===== src/rtl/ov7670_axis_framer.sv =====
// OV7670 pixel stream to AXI4-Stream video framer.
// Tags SOF/EOL, buffers in a FWFT FIFO, drops frames on overflow.
module ov7670_axis_framer #(
    parameter int H_ACTIVE = 640,
    parameter int V_ACTIVE = 480,
    parameter int DEPTH    = 16
) (
    input  logic        pclk,
    input  logic        rst,
    input  logic        vsync_in,
    input  logic        hsync_in,
    input  logic [31:0] pix_data,
    input  logic        pix_valid,
    input  logic        err_clr,
    output logic [31:0] m_axis_tdata,
    output logic        m_axis_tvalid,
    input  logic        m_axis_tready,
    output logic        m_axis_tuser,
    output logic        m_axis_tlast,
    output logic [15:0] frame_cnt,
    output logic        overflow,
    output logic        line_err
);
    localparam int AW = $clog2(DEPTH);
    localparam int CW = AW + 1;
    localparam int XW = $clog2(H_ACTIVE + 1);
    localparam int YW = $clog2(V_ACTIVE + 1);
    localparam logic [XW-1:0] X_LAST = XW'(H_ACTIVE - 1);
    localparam logic [YW-1:0] Y_MAX = YW'(V_ACTIVE);
    localparam logic [CW-1:0] FULL_CNT = CW'(DEPTH);

    typedef enum logic [1:0] {WAIT_FRAME, ACTIVE, DROP} state_t;

    state_t        state_q, state_d;
    logic          vs_q;
    logic [XW-1:0] x_q, x_d;
    logic [YW-1:0] y_q, y_d;
    logic          sof_q, sof_d;
    logic          eol_q, eol_d;
    logic [15:0]   frame_q, frame_d;
    logic          ovf_q, lerr_q;
    logic [CW-1:0] cnt_q, cnt_d;
    logic [AW-1:0] wr_q, rd_q;
    logic [33:0]   mem_q [DEPTH];

    logic vs_fall, vs_rise, full, push, pop, push_last, ovf_set, lerr_set;

    assign vs_fall = vs_q & ~vsync_in;
    assign vs_rise = ~vs_q & vsync_in;
    assign full    = (cnt_q == FULL_CNT);
    assign pop     = (cnt_q != '0) && m_axis_tready;

    always_comb begin
        state_d   = state_q;
        x_d       = x_q;
        y_d       = y_q;
        sof_d     = sof_q;
        eol_d     = eol_q;
        frame_d   = frame_q;
        push      = 1'b0;
        push_last = 1'b0;
        ovf_set   = 1'b0;
        lerr_set  = 1'b0;
        unique case (state_q)
            WAIT_FRAME: begin
                if (vs_fall) begin
                    state_d = ACTIVE;
                    x_d     = '0;
                    y_d     = '0;
                    sof_d   = 1'b1;
                    eol_d   = 1'b0;
                end
            end
            ACTIVE: begin
                if (vs_rise) begin
                    frame_d = frame_q + 16'd1;
                    state_d = WAIT_FRAME;
                end else begin
                    // hsync resolves first so a coincident pixel starts the line
                    if (hsync_in) begin
                        if (x_q != '0 && !eol_q) lerr_set = 1'b1;
                        x_d   = '0;
                        eol_d = 1'b0;
                    end
                    if (pix_valid) begin
                        if (eol_d) begin
                            lerr_set = 1'b1;
                        end else if (y_d < Y_MAX) begin
                            if (full) begin
                                ovf_set = 1'b1;
                                state_d = DROP;
                            end else begin
                                push      = 1'b1;
                                push_last = (x_d == X_LAST);
                                sof_d     = 1'b0;
                                if (push_last) begin
                                    x_d   = '0;
                                    y_d   = y_q + 1'b1;
                                    eol_d = 1'b1;
                                end else begin
                                    x_d = x_d + 1'b1;
                                end
                            end
                        end
                    end
                end
            end
            DROP: begin
                if (vs_rise) state_d = WAIT_FRAME;
            end
            default: state_d = WAIT_FRAME;
        endcase
    end

    always_comb begin
        cnt_d = cnt_q;
        if (push && !pop) cnt_d = cnt_q + 1'b1;
        else if (!push && pop) cnt_d = cnt_q - 1'b1;
    end

    always_ff @(posedge pclk) begin
        if (rst) begin
            state_q <= WAIT_FRAME;
            vs_q    <= 1'b0;
            x_q     <= '0;
            y_q     <= '0;
            sof_q   <= 1'b1;
            eol_q   <= 1'b0;
            frame_q <= '0;
            ovf_q   <= 1'b0;
            lerr_q  <= 1'b0;
            cnt_q   <= '0;
            wr_q    <= '0;
            rd_q    <= '0;
        end else begin
            state_q <= state_d;
            vs_q    <= vsync_in;
            x_q     <= x_d;
            y_q     <= y_d;
            sof_q   <= sof_d;
            eol_q   <= eol_d;
            frame_q <= frame_d;
            ovf_q   <= ovf_set | (ovf_q & ~err_clr);
            lerr_q  <= lerr_set | (lerr_q & ~err_clr);
            cnt_q   <= cnt_d;
            if (push) wr_q <= wr_q + 1'b1;
            if (pop) rd_q <= rd_q + 1'b1;
        end
    end

    always_ff @(posedge pclk) begin
        if (push && !rst) mem_q[wr_q] <= {pix_data, sof_q, push_last};
    end

    // Head is gated so outputs read as zero whenever the FIFO is empty
    assign m_axis_tvalid = (cnt_q != '0);
    assign m_axis_tdata  = m_axis_tvalid ? mem_q[rd_q][33:2] : '0;
    assign m_axis_tuser  = m_axis_tvalid & mem_q[rd_q][1];
    assign m_axis_tlast  = m_axis_tvalid & mem_q[rd_q][0];
    assign frame_cnt     = frame_q;
    assign overflow      = ovf_q;
    assign line_err      = lerr_q;
endmodule


===== config.mk =====
export PLATFORM = sky130hd
export DESIGN_NAME = ov7670_axis_framer
export DESIGN_NICKNAME = d
export VERILOG_FILES = /design/src/rtl/ov7670_axis_framer.sv
export SDC_FILE = /design/constraint.sdc
export NUM_CORES = 1
export LEC_CHECK = 0
export ABC_AREA = 1
export BUFFER_PORTS_ARGS = -buffer_cell sky130_fd_sc_hd__buf_4
export CAP_MARGIN = 20
export CORE_UTILIZATION = 35
export DETAILED_ROUTE_END_ITERATION = 12
export MAX_ROUTING_LAYER = met4
export SKIP_CTS_REPAIR_TIMING = 1
export SLEW_MARGIN = 20
export SYNTH_ARGS = -nofsm -noshare
export SYNTH_HDL_FRONTEND = slang
export SYNTH_SLANG_ARGS = --single-unit

===== constraint.sdc =====
create_clock -name pclk -period 4.9 [get_ports pclk]
set_clock_uncertainty 0.05 [all_clocks]
set_input_delay 0.98 -clock pclk [delete_from_list [all_inputs] [get_ports pclk]]
set_output_delay 0.98 -clock pclk [all_outputs]
set_load 0.02 [all_outputs]

==> metrics.yaml, run 1 <==
placed_design:
  pre_cts_ws_ns: 1.02
  portBuffers: 91
  hpwl_um: 34800
  gp_congestion: 0.796
  dpl.cell_count: 2874
cts:
  cts.htree.levels: 3
  clk_pin_slew_ns: 0.06
  cts.sinks: 603
  cts_buffers: 66
  cts_max_path_buffers: 3
  cts_root_buf: "clkbuf_16"
  cts_tree: "done"
  clk_latency_ns: 0.61
routing:
  drc_errors: 0
  ant_nets: 0
  wire_per_inst_um: 20.3
  wirelength_um: 60800
  viasPerCell: 5.30
  vias: 15900
  drt_iter0_markers: 1434
  first_pass_iters: 5
die:
  die_x_um: 267
  start_util: 0.355
  die_h_um: 267
  ioPinCount: 92
  design.core.area_um2: 68900
  fp-row-count: 96
  dieArea_um2: 71100
synthesis:
  synth.avg_cell_area_um2: 12.7
  synthTopCellsByCount: "edfxtp_1 (544), nor2_1 (353), o21ai_0 (158)"
  ys_ff_latch: 603
  ys_seq_area_frac: 0.715
  ys_types: 38
  yosys.area.top_type: "edfxtp_1"
  synthFlopType: "edfxtp_1"
  netlist_area_um2: 24500
  synth_most_common_cell: "edfxtp_1"
  synthCells: 1934
  yosys-top-cells-area: "edfxtp_1 (67%), nor2_1 (5.4%), o221ai_1 (4.9%)"
  synth_top_area_share: 0.667
  ys_warn_count: 0
  synth_nets: 1987
  synth_edf_count: 544
  synthArstFlopShare: 0
grt:
  antenna_found_initial: 0
  grt_max_degree: 111
  grt_pass1_vias: 15600
  grtUsageTotal: 0.176
  grt_pass1_wl_um: 93200
  grt.overflow.total: 0
timing:
  slew_viol_final: 0
  relSlewSlack: 0.316
  fin_setup_tns_ns: 0
  post-route-min-period_ns: 4.16
  post-route-period-util: 0.848
  worstMarginPinSlew_ns: 1.03
  fmax_mhz: 241
  final-setup-viol-count: 0
  rsz0062_at_grt: "no"
  worst_slack_ns: 0.744
  final_hold_viol_count: 0
pwr:
  irDropWorstVdd_mv: 0.285
  p_per_area_nw_per_um2: 499
  p_clk_frac: 0.341
  comb_power_share: 0.253
  p_int_uw: 9720
  p_sw_uw: 4530
  switching_share: 0.318
  power.share.sequential: 0.406
  leakage_uw: 0.00920
  totalPowerFinal_uw: 14200
layout:
  area_growth_pct: 16.4
  stdcell_count: 2997
  nNetsFinal: 2064
  final_layout_size_suffix_gt1_frac: 0.125
worst_setup_path:
  end_kind: "output pin"
  cp.required_ns: 3.87
  crit_arrival_ns: 3.13
  critical_path_class: "flop to output pin"
  r2r-end: "mem_q[10][17]"
  r2r_cells: 9
  reg2reg_slack_ns: 1.64
  start_kind: "flop"
  cp_max_fo: 86
  rr_startpoint: "cnt_q[0]"
min_path:
  hp-start: "overflow"
  hold_depth: 2
  hold_end: "overflow"
  worstHoldPathType: "flop to flop"
run:
  maxCapViolCount: 0
run_status:
  outcome: "finished, final reports clean"
## logic make-up (layout without fill, tap and decap cells)
group / after synthesis / in the layout / synth area share
adders and majority gates: 14 / 14 / 0.00746
and+or+nand+nor: 594 / 594 / 0.100
DFF: 603 / 603 / 0.715
xor gates and xnor gates: 12 / 12 / 0.00429
AOI/OAI and AO/OA: 522 / 522 / 0.143
other: 0 / 1 / 0
buffers and inverters: 189 / 320 / 0.0299
## per-stage QoR
stage	instance area, um2	hold WS [ns]	utilization
after CTS	28500	0.424	0.414
after detailed placement	26400	0.413	0.383
after global routing	28500	0.462	0.414
after global placement	26400	0.403	0.383
final	28500	0.416	0.414
after floorplan	24500	0.395	-
## sequential cells by signal, summed over array words and instances, names as in the netlist, 2 cells and up, named ones only
name / count
cnt_q: 5
y_q: 9
wr_q: 4
x_q: 10
rd_q: 4
state_q: 2
mem_q: 544
frame_cnt: 16
## area by class of cell
| class | count | area, um2 |
|---|---|---|
| clock buffer | 85 | 1770 |
| multi-input combinational | 1142 | 6380 |
| inverter | 68 | 264 |
| tap | 931 | 1160 |
| fill | 6376 | 40400 |
| antenna | 1 | 2.50 |
| sequential | 603 | 17500 |
| clock inverter | 37 | 364 |
| timing repair buffer | 130 | 1050 |
## cells in the final DEF (no fill, tap or decap), drive strengths merged, types with 8 or more instances in the layout
cell and count:
edfxtp 544, nor2 357, o21ai 160, o21bai 137
o221ai 137, buf 130, nand2 115, nand3 98
clkbuf 85, a21oi 79, inv 70, dfxtp 59
clkinv 29, ha 13, nand4 9, xnor2 8
nor3 8
## worst max-delay path: stages (launching register included)
cell and delay (ns):
dfxtp_4 0.92, buf_12 0.34, o21ai_0 0.14, o221ai_1 0.23, nand3_1 0.16, a21oi_1 0.44, buf_4 0.22
## power groups by stage
stage / clock network [uW] / logic (uW) / registers [uW]
after floorplan: 0 / 2370 / 5780
after global placement: 0 / 3570 / 5890
after detailed placement: 0 / 3620 / 5890
after CTS: 4960 / 3630 / 5780
after global routing: 5150 / 3950 / 5800
final: 4850 / 3610 / 5780
## worst max-delay path by stage
stage,endpoint,slack (ns)
global placement,mem_q[10][19],1.10
CTS,m_axis_tdata[21],0.75
floorplan,mem_q[0][0],1.13
finish,m_axis_tdata[0],0.74
global route,m_axis_tdata[0],0.59
detailed placement,mem_q[10][21],1.02
## routing by layer
metal  global-route usage  part of all wire  wire (um)
met1                0.228              0.44      26900
met2                0.284              0.49      29600
met3               0.0316             0.053       3240
met4               0.0464             0.018       1100
met5                    -                 0          0
No activity file was read; power rests on OpenSTA's default activity.
==> run 2: changes to the inputs <==
--- a/config.mk
+++ b/config.mk
@@ -5,7 +5,7 @@
 export SDC_FILE = /design/constraint.sdc
 export NUM_CORES = 1
 export LEC_CHECK = 0
-export ABC_AREA = 1
+export ABC_AREA = 0
 export BUFFER_PORTS_ARGS = -buffer_cell sky130_fd_sc_hd__buf_4
 export CAP_MARGIN = 20
 export CORE_UTILIZATION = 35
==> constraint.sdc (replaced) <==
create_clock -name pclk -period 3.66 [get_ports pclk]
set_clock_uncertainty 0.05 [all_clocks]
set_input_delay 0.732 -clock pclk [delete_from_list [all_inputs] [get_ports pclk]]
set_output_delay 0.732 -clock pclk [all_outputs]
set_load 0.02 [all_outputs]
==> run 2 against run 1 <==
Flip-flop and latch count stayed put; wire length shrank 14%; core utilization is 1.1 points higher; count of clock-buffer cells in the layout is 1 higher; first-iteration DRC count down 41%; global-route usage is 1.6 points lower; register-to-register slack got worse by 1.2 ns; sequential share of layout area up 0.78 points; combinational power fell by 13%; highest routed layer unchanged.
==> metrics.yaml, run 2 <==
placed_design:
  portBuffers: 91  # unchanged
  placed_area_um2: 25900  # -1.7%
  gp_congestion: 0.832  # +4.6%
  hpwl_um: 28500  # -18%
  pre_cts_ws_ns: 0.211  # -0.812 ns
  dpl.cell_count: 2126  # -26%
synthesis:
  synth_nets: 1232  # -38%
  synth.avg_cell_area_um2: 20.1  # +58%
  yosys.area.top_type: "edfxtp_1"
  ys_ff_latch: 603  # unchanged
  ys_warn_count: 0  # unchanged
  synth_top_area_share: 0.690  # +0.0234
  synthCells: 1179  # -39%
  synthTopCellsByCount: "edfxtp_1 (544), mux4_2 (170), dfxtp_1 (59), nor2_1 (59), clkbuf_1 (47)"
  synth_edf_count: 544  # unchanged
  synthFlopType: "edfxtp_1"
  synthArstFlopShare: 0  # unchanged
  netlist_area_um2: 23700  # -3.4%
  synth_most_common_cell: "edfxtp_1"
  ys_seq_area_frac: 0.740  # +0.0251
  ys_types: 54  # +42%
  yosys-top-cells-area: "edfxtp_1 (69%), mux4_2 (16%), dfxtp_1 (5.0%)"
cts:
  cts.htree.levels: 3  # unchanged
  cts_root_buf: "clkbuf_16"
  cts_max_path_buffers: 3  # unchanged
  cts_tree: "done"
  clk_pin_slew_ns: 0.05  # about the same
  clk_latency_ns: 0.61  # about the same
  cts.sinks: 603  # unchanged
  cts_buffers: 67  # +1.5%
pwr:
  p_int_uw: 12800  # +31%
  p_clk_frac: 0.372  # +0.031
  p_per_area_nw_per_um2: 605  # +21%
  p_sw_uw: 4300  # -4.9%
  switching_share: 0.252  # -0.0655
  leakage_uw: 0.00878  # -4.5%
  irDropWorstVdd_mv: 0.309  # +8.4%
  comb_power_share: 0.183  # -0.070
  power.share.sequential: 0.445  # +0.039
grt:
  grtUsageTotal: 0.160  # -0.0159
  grt.overflow.total: 0  # unchanged
  grt_pass1_wl_um: 78100  # -16%
  antenna_found_initial: 3  # +3
  grt_max_degree: 75  # -32%
  grt_pass1_vias: 12300  # -21%
run:
  maxCapViolCount: 0  # unchanged
timing:
  post-route-min-period_ns: 3.59
  slew_viol_final: 0  # unchanged
  post-route-period-util: 0.981
  worstMarginPinSlew_ns: 0.969  # -0.0569 ns
  fmax_mhz: 279
  final_hold_viol_count: 0  # unchanged
  rsz0062_at_grt: "yes"
  finalHoldWorstSlack_ns: 0.352  # -0.0633 ns
  final-setup-viol-count: 0  # unchanged
  relSlewSlack: 0.353  # +0.0370
  worst_slack_ns: 0.0698  # -0.675 ns
worst_setup_path:
  start_kind: "flop"
  cp_max_fo: 22  # -74%
  end_kind: "output pin"
  critical_path_class: "flop to output pin"
  cp.required_ns: 2.88  # -0.99 ns
  crit_arrival_ns: 2.81  # -0.32 ns
layout:
  final_layout_size_suffix_gt1_frac: 0.320  # +0.195
  area_growth_pct: 19.0
  nNetsFinal: 1392  # -33%
  utilization: 0.425  # +0.0110
  top_register: "mem_q"
  final_cell_mix: "edfxtp_1 (544), mux4_2 (170), buf_4 (132)"
  seqCellArea_um2: 17500  # about the same
  stdcell_count: 2254  # -25%
  largest_reg_flops: 544  # unchanged
  final_common_cell: "edfxtp_1"
  multiInputGateArea_um2: 6050  # -5.2%
  final_area_um2: 28200  # -1.2%
  n_fill_cell: 5788  # -9.2%
die:
  design.core.area_um2: 66300  # -3.8%
  dieArea_um2: 68700  # -3.4%
  die_x_um: 262  # -1.7%
  ioPinCount: 92  # unchanged
  fp-row-count: 94  # -2.1%
  die_h_um: 262  # -1.7%
  start_util: 0.357  # +0.00147
routing:
  first_pass_iters: 4  # -1
  vias: 11700  # -26%
  wirelength_um: 52400  # -14%
  ant_nets: 0  # unchanged
  drc_errors: 0  # unchanged
  drt_iter0_markers: 851  # -41%
  viasPerCell: 5.21  # -1.6%
  wire_per_inst_um: 23.3  # +15%
run_status:
  outcome: "finished, final reports clean"
min_path:
  worstHoldPathType: "primary input to flop"
-- run 2: changes by cell type after synthesis, sizes merged, moves of 13 or more --
| cell | previous run | this run |
|---|---|---|
| clkbuf | 99 | 48 |
| and2 | 0 | 36 |
| mux4 | 0 | 170 |
| o21bai | 137 | 2 |
| a21oi | 79 | 21 |
| inv | 66 | 19 |
| o21ai | 160 | 11 |
| o221ai | 137 | 0 |
| buf | 22 | 9 |
| nand2 | 115 | 22 |
| nand3 | 98 | 26 |
| nor4 | 0 | 20 |
| nor2 | 357 | 59 |
-- run 2: per-stage QoR --
stage                     TNS [ns]  total power, uW
after CTS                   -0.375            17200
after detailed placement         0            10800
after global placement           0            10800
final                            0            17100
after floorplan            -145.70             9710
after global routing       -0.0399            17700
-- run 2: critical path, stage by stage (launching register included) --
cell and delay [ns]:
dfxtp_4 0.43, buf_4 0.16, buf_16 0.21, mux4_2 0.57
mux4_2 0.51, and2_1 0.18, buf_4 0.15
-- run 2: path summary, 6_finish.rpt --
path                            slack, ns          endpoint  cells after the start     start
worst max register to register       0.45          cnt_q[4]                     12  cnt_q[0]
worst min register to register       0.43              flop                      2   rd_q[1]
worst min-delay path                 0.35              vs_q                      3  vsync_in
worst max-delay path                 0.07  m_axis_tdata[19]                      6      flop
-- run 2: layer usage --
layer,GRT usage,vias up,share of wire
met5,-,-,0
met4,0.0448,0,0.020
li1,-,5177,-
met2,0.256,265,0.50
met3,0.0324,79,0.048
met1,0.207,6228,0.44
-- run 2: power groups by stage --
stage          registers (uW)  clock network, uW  logic [uW]
3_3_place_gp             7740                  0        3070
2_1_floorplan            7710                  0        2000
5_1_grt                  7600               6730        3390
3_5_place_dp             7740                  0        3090
6_report                 7590               6340        3130
4_1_cts                  7600               6510        3110
-- run 2: cell type report --
| cell class | count | share of cell area |
|---|---|---|
| multi-input combinational | 499 | 0.215 |
| sequential | 603 | 0.622 |
| clock inverter | 31 | 0.0106 |
| inverter | 20 | 0.00266 |
| tap | 864 | 0.0384 |
| timing repair buffer | 148 | 0.0479 |
| antenna | 3 | 0.000266 |
| clock buffer | 86 | 0.0635 |
-- run 2: cell families (layout without fill, tap and decap cells) --
group | Yosys count | count (layout) | synth area share
adder cells (fa/ha/maj) | 15 | 15 | 0.00814
multiplexers | 175 | 175 | 0.164
XOR/XNOR | 25 | 25 | 0.00925
AO/OA/AOI/OAI | 61 | 61 | 0.0161
AND/OR/NAND/NOR | 223 | 223 | 0.0500
other | 0 | 3 | 0
flip-flops | 603 | 603 | 0.740
buffers and inverters | 77 | 285 | 0.0125
